File: config.mk
export PLATFORM = sky130hd
export DESIGN_NAME = ball_move_flat
export DESIGN_NICKNAME = d
export VERILOG_FILES = /design/src/rtl/ball_move_if.sv /design/src/rtl/ball_move.sv /design/src/flat_wrapper.sv
export SDC_FILE = /design/constraint.sdc
export NUM_CORES = 1
export LEC_CHECK = 0
export BUFFER_PORTS_ARGS = -buffer_cell sky130_fd_sc_hd__buf_2
export CORE_ASPECT_RATIO = 1.2
export CORE_MARGIN = 1
export CORE_UTILIZATION = 60
export DETAILED_ROUTE_END_ITERATION = 8
export GPL_TIMING_DRIVEN = 1
export MAX_ROUTING_LAYER = met4
export PLACE_DENSITY = 0.84
export SYNTH_ARGS = -nofsm -noshare
export SYNTH_HDL_FRONTEND = slang
export SYNTH_SLANG_ARGS = --single-unit
File: constraint.sdc
create_clock -name clk -period 4.4 [get_ports clk]
set_input_delay 0.44 -clock clk [delete_from_list [all_inputs] [get_ports clk]]
set_output_delay 0.44 -clock clk [all_outputs]
set_load 0.02 [all_outputs]
File: src/rtl/ball_move_if.sv
// ball_move_if: frame/hit/launch controls into ball_move and the ball
// position/direction/draw strobe out of it.
//   master : whoever drives the controls (game controller, bench)
//   slave  : ball_move itself
interface ball_move_if;
   logic       enable;
   logic       frame_tick;
   logic       brick_hit_x;
   logic       brick_hit_y;
   logic       paddle_hit;
   logic       launch;
   logic [9:0] x_out;
   logic [9:0] y_out;
   logic       go;
   logic       dir_x;
   logic       dir_y;
   logic       dead;

   modport master (
      output enable, frame_tick, brick_hit_x, brick_hit_y, paddle_hit, launch,
      input  x_out, y_out, go, dir_x, dir_y, dead
   );

   modport slave (
      input  enable, frame_tick, brick_hit_x, brick_hit_y, paddle_hit, launch,
      output x_out, y_out, go, dir_x, dir_y, dead
   );
endinterface

File: src/rtl/ball_move.sv
// ball_move: owns the ball position/direction. On each enabled frame tick it
// steps the ball, applies wall/brick/paddle bounces, then strobes go for one
// cycle so ball_draw can latch the new (x,y). Ball loss at the bottom parks
// the FSM in S_DEAD until launch.
// Build option: define BALL_FAST_EN for a 2-pixel step per axis per move.
// Note: resetn is active-HIGH and asynchronous.
module ball_move #(
   parameter int X_MAX   = 160,
   parameter int Y_MAX   = 120,
   parameter int X_START = 80,
   parameter int Y_START = 100
) (
   input  logic        clk,
   input  logic        resetn,
   ball_move_if.slave  bus
);

`ifdef BALL_FAST_EN
   localparam int STEP = 2;
`else
   localparam int STEP = 1;
`endif

   // Edge zones: within one step of a wall the next move must head inward.
   localparam logic [9:0] X_HI  = 10'(X_MAX - STEP);
   localparam logic [9:0] Y_HI  = 10'(Y_MAX - STEP);
   localparam logic [9:0] LO    = 10'(STEP - 1);
   localparam logic [9:0] STP   = 10'(STEP);
   localparam logic [9:0] X_RST = 10'(X_START);
   localparam logic [9:0] Y_RST = 10'(Y_START);

   typedef enum logic [1:0] {S_WAIT, S_MOVE, S_DRAW, S_DEAD} state_t;

   state_t     state;
   logic       hit_x, hit_y, pad_f;
   logic       at_right, at_left, at_top, at_bot;
   logic       wall_x, top, bottom, lost;
   logic       nx_dir, ny_dir;
   logic [9:0] nx_pos, ny_pos;

   // Next direction/position for the S_MOVE cycle.
   always_comb begin
      at_right = bus.x_out >= X_HI;
      at_left  = bus.x_out <= LO;
      at_bot   = bus.y_out >= Y_HI;
      at_top   = bus.y_out <= LO;

      // A brick flip and a wall flip together flip once (OR, not XOR twice).
      wall_x = bus.dir_x ? at_right : at_left;
      nx_dir = bus.dir_x ^ (hit_x | wall_x);
      // A brick flip that would point into an adjacent wall is overridden so
      // the ball never leaves the screen.
      if (at_right)     nx_dir = 1'b0;
      else if (at_left) nx_dir = 1'b1;

      top    = ~bus.dir_y & at_top;
      bottom = bus.dir_y & at_bot;
      lost   = bottom & ~pad_f;
      ny_dir = bus.dir_y ^ (hit_y | top);
      if (bottom)       ny_dir = 1'b0;
      else if (at_top)  ny_dir = 1'b1;
      else if (at_bot)  ny_dir = 1'b0;

      nx_pos = nx_dir ? bus.x_out + STP : bus.x_out - STP;
      ny_pos = ny_dir ? bus.y_out + STP : bus.y_out - STP;
   end

   // Ball FSM with sticky hit flags and registered outputs.
   always_ff @(posedge clk or posedge resetn) begin
      if (resetn) begin
         state     <= S_WAIT;
         bus.x_out <= X_RST;
         bus.y_out <= Y_RST;
         bus.dir_x <= 1'b1;
         bus.dir_y <= 1'b0;
         bus.go    <= 1'b0;
         bus.dead  <= 1'b0;
         hit_x     <= 1'b0;
         hit_y     <= 1'b0;
         pad_f     <= 1'b0;
      end else begin
         // Hit pulses are captured on any cycle until a move consumes them.
         hit_x  <= hit_x | bus.brick_hit_x;
         hit_y  <= hit_y | bus.brick_hit_y;
         pad_f  <= pad_f | bus.paddle_hit;
         bus.go <= 1'b0;
         case (state)
            S_WAIT: begin
               if (bus.frame_tick && bus.enable) state <= S_MOVE;
            end
            S_MOVE: begin
               // Consume the flags, but keep pulses arriving this very cycle.
               hit_x <= bus.brick_hit_x;
               hit_y <= bus.brick_hit_y;
               pad_f <= bus.paddle_hit;
               if (lost) begin
                  bus.dead <= 1'b1;
                  state    <= S_DEAD;
               end else begin
                  bus.dir_x <= nx_dir;
                  bus.dir_y <= ny_dir;
                  bus.x_out <= nx_pos;
                  bus.y_out <= ny_pos;
                  bus.go    <= 1'b1;
                  state     <= S_DRAW;
               end
            end
            S_DRAW: begin
               state <= S_WAIT;
            end
            S_DEAD: begin
               if (bus.launch) begin
                  bus.x_out <= X_RST;
                  bus.y_out <= Y_RST;
                  bus.dir_x <= 1'b1;
                  bus.dir_y <= 1'b0;
                  bus.dead  <= 1'b0;
                  bus.go    <= 1'b1;
                  hit_x     <= 1'b0;
                  hit_y     <= 1'b0;
                  pad_f     <= 1'b0;
                  state     <= S_DRAW;
               end
            end
            default: state <= S_WAIT;
         endcase
      end
   end

endmodule

File: src/flat_wrapper.sv
// flat-port wrapper written by rule: the top's interface ports become plain ports
module ball_move_flat 
#(
   parameter int X_MAX   = 160,
   parameter int Y_MAX   = 120,
   parameter int X_START = 80,
   parameter int Y_START = 100
)
  (clk, resetn, bus_enable, bus_frame_tick, bus_brick_hit_x, bus_brick_hit_y, bus_paddle_hit, bus_launch, bus_x_out, bus_y_out, bus_go, bus_dir_x, bus_dir_y, bus_dead);
  ball_move_if bus_i ();
  input  logic clk;
  input  logic resetn;
  input wire logic [$bits(bus_i.enable)-1:0] bus_enable;
  input wire logic [$bits(bus_i.frame_tick)-1:0] bus_frame_tick;
  input wire logic [$bits(bus_i.brick_hit_x)-1:0] bus_brick_hit_x;
  input wire logic [$bits(bus_i.brick_hit_y)-1:0] bus_brick_hit_y;
  input wire logic [$bits(bus_i.paddle_hit)-1:0] bus_paddle_hit;
  input wire logic [$bits(bus_i.launch)-1:0] bus_launch;
  output wire logic [$bits(bus_i.x_out)-1:0] bus_x_out;
  output wire logic [$bits(bus_i.y_out)-1:0] bus_y_out;
  output wire logic [$bits(bus_i.go)-1:0] bus_go;
  output wire logic [$bits(bus_i.dir_x)-1:0] bus_dir_x;
  output wire logic [$bits(bus_i.dir_y)-1:0] bus_dir_y;
  output wire logic [$bits(bus_i.dead)-1:0] bus_dead;
  assign bus_i.enable = bus_enable;
  assign bus_i.frame_tick = bus_frame_tick;
  assign bus_i.brick_hit_x = bus_brick_hit_x;
  assign bus_i.brick_hit_y = bus_brick_hit_y;
  assign bus_i.paddle_hit = bus_paddle_hit;
  assign bus_i.launch = bus_launch;
  assign bus_x_out = bus_i.x_out;
  assign bus_y_out = bus_i.y_out;
  assign bus_go = bus_i.go;
  assign bus_dir_x = bus_i.dir_x;
  assign bus_dir_y = bus_i.dir_y;
  assign bus_dead = bus_i.dead;
  ball_move #(.X_MAX(X_MAX), .Y_MAX(Y_MAX), .X_START(X_START), .Y_START(Y_START)) u_core (.clk(clk), .resetn(resetn), .bus(bus_i));
endmodule
==> flow_summary.yaml, run 1 <==
status:
  status: "completed"
synthesis:
  syn_inst: 212
  synth_edf_count: 0
  synth_top_cell_by_area: "dfrtp_1"
  synth-seq-cells: 29
  synth_area_leaders: "dfrtp_1 (30%), ha_1 (10%), dfstp_2 (8.1%)"
  synthTopCellsByCount: "a21oi_1 (23), dfrtp_1 (23), nand3_1 (20), ha_1 (16), o21ai_0 (15)"
  seq_area_frac_synth_pct: 37.9
  synthArstFlopShare_pct: 100
  synth_area_um2: 1940
  synth_top_area_share_pct: 29.7
  yosys.cell_types.count: 41
  post_synth.cell_area_avg_um2: 9.13
  synth_flop_cell: "dfrtp_1"
  yosys_warnings: 0
  synth_fp_nets: 238
drt:
  drt-total-wl_mm: 4.33
  antenna_left: 0
  vias_per_cell: 6.31
  drt-initial-drc-count: 44
  vias: 1774
  dr.pass1.iters: 4
  avgRoutedWirePerCell_um: 15.4
  drc: 0
sta:
  final-hold-violation-count: 0
  fin_setup_tns_ns: 0
  setup_viol_count_final: 0
  rsz0062_at_grt: "no"
  finalClockSkew_ns: 0.0143
  finalCritPeriodShare_pct: 74.8
  max_freq_mhz: 304
  slew_headroom_pct: 25.3
  slew_violations: 0
  fin_crit_ns: 3.29
  fin_ws_ns: 1.11
  worstMarginPinSlew_ns: 1.12
cells_and_area:
  n_antenna_cell: 0
  area_growth_pct: 14.4
  final.fill_count: 250
  fin_area_um2: 2210
  finalNetCount: 270
  drive_gt1_share_pct: 20.0
worst_hold_path:
  hold_path_class: "in2async"
flow_run:
  maxCapViolations: 0
grt:
  grt_pass1_wl_mm: 7.29
  antenna_found_initial: 0
  grt_max_degree: 34
  track_usage_pct: 29.9
  gr-total-overflow: 0
  grt_pass1_vias: 1671
placement:
  place_congestion: 0.850
  hpwl_mm: 3.05
  place_ws_ns: 1.15
  dpl_cell_area_um2: 2110
  port_buffers: 31
die:
  die_h_um: 64.2
  dieArea_um2: 3460
  die_x_um: 53.9
  rows: 22
  core-area_um2: 3060
  initial_core_util_pct: 63.3
  io-pin-count: 32
setup_path:
  reg2reg_depth: 10
  end_kind: "register"
  cp.arrival_ns: 3.49
  critical_path_class: "reg2reg"
  worst_ep_required_time_ns: 4.60
  critPathMaxFanout: 10
  cp-start-kind: "register"
clock_network:
  post_cts_resized: 0
  clock_path_buffers: 2
  clk_latency_ns: 0.35
  cts_setup_buffers: 0
  clkSlewWorstSetupHoldPaths_ns: 0.11
  h-tree-depth: 2
  cts_buffers: 5
  cts_tree: "done"
  holdBufCountCts: 0
  clock_sinks: 29
  cts_root_buf: "clkbuf_4"
[path summary, 6_finish.rpt]
check	start	to	slack (ns)
min reg2reg	u_core.bus.dead	u_core.bus.dead	0.49
min in group clk	bus_launch	u_core.state[0]	0.30
max reg2reg	u_core.bus.x_out[1]	u_core.bus.x_out[7]	1.11
max	u_core.bus.x_out[1]	u_core.bus.x_out[7]	1.11
min	resetn	u_core.hit_x	0.13
max in group asynchronous	resetn	u_core.bus.y_out[2]	3.94
[per-stage QoR]
| stage | util [%] | hold slack, ns | cells |
|---|---|---|---|
| after floorplan | - | 0.470 | 212 |
| after global placement | 69.1 | 0.463 | 273 |
| after detailed placement | 69.1 | 0.469 | 273 |
| after CTS | 72.5 | 0.152 | 281 |
| after global routing | 72.5 | 0.163 | 281 |
| final | 72.5 | 0.132 | 281 |
[state kept, by name (all words and copies together) (netlist names)]
signal / flops
u_core.bus.go: 1
u_core.pad_f: 1
u_core.hit_y: 1
u_core.bus.dir_y: 1
u_core.bus.dir_x: 1
u_core.hit_x: 1
u_core.bus.dead: 1
u_core.state: 2
u_core.bus.y_out: 10
u_core.bus.x_out: 10
[final cells by class]
| cell class | count | area (µm²) | area share [%] |
|---|---|---|---|
| clock inverter | 3 | 65.1 | 2.94 |
| tap | 36 | 45.0 | 2.03 |
| sequential | 29 | 733 | 33.1 |
| inverter | 5 | 18.8 | 0.847 |
| multi-input combinational | 171 | 1150 | 52.0 |
| clock buffer | 5 | 37.5 | 1.69 |
| timing repair buffer | 32 | 163 | 7.34 |
[per-layer routing]
layer,track usage [%],up-vias,share of wire [%]
met2,48.6,38,52
met4,10.9,0,1.5
li1,-,865,-
met3,6.90,8,2.5
met5,-,-,0
met1,34.9,863,44
[critical path: stages, from the launching register on]
cell and delay [ns]:
dfrtp_1 0.45, and3_1 0.19, a311o_1 0.35, a211o_1 0.33
nand2b_1 0.36, ha_1 0.45, a21o_1 0.20, a221oi_1 0.40
o21ai_0 0.18, xnor2_1 0.16, o21ai_0 0.09
[cells by family after synthesis]
kind of cell	Yosys count	share of synthesized area (%)
flops	29	37.9
xor+xnor	12	5.43
fa+ha+maj	18	12.4
buf+inv	12	2.59
compound gates	70	23.2
simple gates	71	18.5
[placed cells by master (no fill, tap or decap), types with 2 or more instances in the layout]
cell	netlist	routed
bufinv_16	0	2
nor4_1	4	4
a31oi_1	2	2
o21a_1	5	5
o211ai_1	3	3
buf_2	4	31
nor3_1	11	11
fa_1	2	2
nor2_1	8	8
dfstp_2	6	6
a221oi_1	2	2
nand2_1	14	14
a211o_1	3	3
o21ai_0	15	15
nand3_1	20	20
a2111o_1	2	2
a21o_1	4	4
dfrtp_1	23	23
o21ai_1	2	2
a22oi_1	2	2
nand4_1	2	2
nand2b_1	2	2
xnor2_1	4	4
ha_1	16	16
a21oi_1	23	23
clkbuf_4	0	5
and3_1	4	4
xor2_1	8	8
inv_1	5	5
Power of run 1 is not shown: default switching activity piles up to over one toggle a cycle in this logic, so the estimate is an artifact.
==> run 2, diff against run 1 <==
Settings changed: ABC_AREA set to 1, CORE_UTILIZATION 60 to 58, PLACE_DENSITY 0.84 to 0.81.
Clock period 4.4 ns to 3.35 ns, I/O delays scaled along.
==> run 2 against run 1 <==
Compared with the run above:
- count of clock-buffer cells in the layout unchanged
- sequential share of layout area is 3.8 points lower
- wire length up 19%
==> flow_summary.yaml, run 2 <==
die:
  dieArea_um2: 4120
  rows: 24
  core-area_um2: 3660
  initial_core_util_pct: 61.3
  die_x_um: 58.8
  io-pin-count: 32
  die_h_um: 70.1
setup_path:
  end_kind: "register"
  slowest_delay_ns: 0.52
  critical_path_class: "reg2reg"
  worst_ep_required_time_ns: 3.53
  crit_family: "simple AND/OR/NAND/NOR gates"
  critPathMostFrequentCell: "nand3_1"
  critical_path.cell_chain: "nor2_1 > nand2_1 > o21ai_0 > nand3_1 > ha_1 > a21oi_1 > nand3_1 > or2_2 > nand3_1 > nand2_1"
  path_buf_inv: 0
  reg2reg_from: "u_core.bus.x_out[7]"
  cp-start-kind: "register"
  cp.arrival_ns: 2.85
  critPathMaxFanout: 12
  cpMaxStageDelayCell: "ha_1"
  crit_start: "u_core.bus.x_out[7]"
sta:
  slew_headroom_pct: 28.2
  finalCritPeriodShare_pct: 80.0
  setup_viol_count_final: 0
  worstMarginPinSlew_ns: 1.08
  max_freq_mhz: 373
  fin_crit_ns: 2.68
  slew_violations: 0
  fin_ws_ns: 0.671
  fin_setup_tns_ns: 0
  finalClockSkew_ns: 0.00854
  rsz0062_at_grt: "no"
  final-hold-violation-count: 0
synthesis:
  yosys.cell_count.top_type: "nand2_1"
  synth_fp_nets: 348
  yosys_warnings: 0
  synth_top_cell_by_area: "dfrtp_1"
  synth_area_um2: 2240
  synth_top_area_share_pct: 25.6
  synth_area_leaders: "dfrtp_1 (26%), nand2_1 (15%), nand3_1 (9.6%)"
  synth_edf_count: 0
  post_synth.cell_area_avg_um2: 6.97
  seq_area_frac_synth_pct: 32.7
  syn_inst: 322
  synthArstFlopShare_pct: 100
  synth-seq-cells: 29
  synth_flop_cell: "dfrtp_1"
  yosys.cell_types.count: 26
  synthTopCellsByCount: "nand2_1 (87), nand3_1 (43), nor2_1 (43), inv_1 (36), dfrtp_1 (23)"
clock_network:
  clock_path_buffers: 2
  holdBufCountCts: 0
  clkSlewWorstSetupHoldPaths_ns: 0.07
  post_cts_resized: 0
  cts_tree: "done"
  h-tree-depth: 2
  clock_sinks: 29
  clk_latency_ns: 0.29
  cts_setup_buffers: 0
  cts_buffers: 5
  cts_root_buf: "clkbuf_8"
placement:
  numPlacedInstances: 399
  hpwl_mm: 3.82
  place_ws_ns: 0.720
  place_congestion: 0.916
  port_buffers: 31
cells_and_area:
  n_antenna_cell: 0
  drive_gt1_share_pct: 14.6
  fin_cells: 407
  final.fill_count: 344
  reg_top3: "u_core.bus.x_out (10), u_core.bus.y_out (10), u_core.state (2)"
  area_growth_pct: 11.5
  finalNetCount: 380
  final_common_cell: "nand2_1"
  final_util_pct: 68.3
  final_cell_mix: "nand2_1 (87), nor2_1 (43), nand3_1 (43)"
grt:
  grt_pass1_wl_mm: 8.64
  antenna_found_initial: 0
  track_usage_pct: 28.2
  grt_max_degree: 34
  grt_pass1_vias: 2052
  gr-total-overflow: 0
drt:
  highest_layer: "met4"
  dr.pass1.iters: 4
  drt-initial-drc-count: 117
  route.met2.wl_mm: 2.67
  vias_per_cell: 5.42
  drc: 0
  antenna_left: 0
  avgRoutedWirePerCell_um: 12.7
  drt-total-wl_mm: 5.17
  vias: 2204
  dr_wl_met3_um: 136
  wl_met1_mm: 2.27
worst_hold_path:
  hp-start: "bus_brick_hit_y"
  hold_path_class: "in2reg"
status:
  status: "completed"
flow_run:
  maxCapViolations: 0
==> run 2: cell count changes in the layout (fill, tap and decap cells not counted), sizes merged, moves of 4 or more <==
cell	before	now
inv	5	36
a21oi	23	14
a21o	4	0
nand4	2	8
and3	4	0
nand3	20	43
nand2	14	89
xor2	8	4
nor3	11	0
nor4	4	0
nor2	8	44
==> run 2: final timing paths <==
kind / to / depth (start not counted) / slack, ns
hold reg to reg: u_core.state[1] / 0 / 0.45
hold / removal: u_core.hit_y / 3 / 0.26
min in group asynchronous: u_core.bus.dir_y / 2 / 0.31
setup / recovery: u_core.bus.x_out[5] / 10 / 0.67
setup reg to reg: u_core.bus.x_out[5] / 10 / 0.67
max in group asynchronous: u_core.bus.y_out[0] / 2 / 2.39
==> run 2: tightest hold or removal path, delay by kind of cell <==
| family | cells | cell delay [ns] |
|---|---|---|
| buffers and inverters | 1 | 0.07 |
| AOI/OAI and AO/OA | 1 | 0.03 |
| and+or+nand+nor | 1 | 0.07 |
==> run 2: routing by layer <==
layer / up-vias / GRT usage [%]
li1: 1114 / -
met3: 8 / 5.00
met4: 0 / 8.99
met2: 37 / 47.6
met1: 1045 / 33.6
met5: - / -
==> run 2: logic make-up (layout without fill, tap and decap cells) <==
family | count (synthesis) | after routing | synth area share, %
compound gates | 33 | 33 | 7.80
xor+xnor | 9 | 9 | 3.51
fa+ha+maj | 18 | 18 | 10.7
buf+inv | 43 | 76 | 8.36
flops | 29 | 29 | 32.7
simple gates | 190 | 190 | 37.0
==> run 2: cell type report <==
type / instances / area (µm²) / share of cell area (%)
multi-input cells: 250 / 1320 / 52.9
flip-flops and latches: 29 / 733 / 29.3
repair buffers: 31 / 155 / 6.20
inverters: 37 / 139 / 5.55
clock buffers: 5 / 68.8 / 2.75
well taps: 52 / 65.1 / 2.60
clock inverters: 3 / 17.5 / 0.700
==> run 2: per-stage QoR <==
step / hold slack, ns / cell area [µm²]
floorplan: 0.409 / 2240
global placement: 0.427 / 2420
detailed placement: 0.438 / 2420
CTS: 0.256 / 2500
global route: 0.306 / 2500
finish: 0.258 / 2500
Power of run 2 is left out for the same reason.
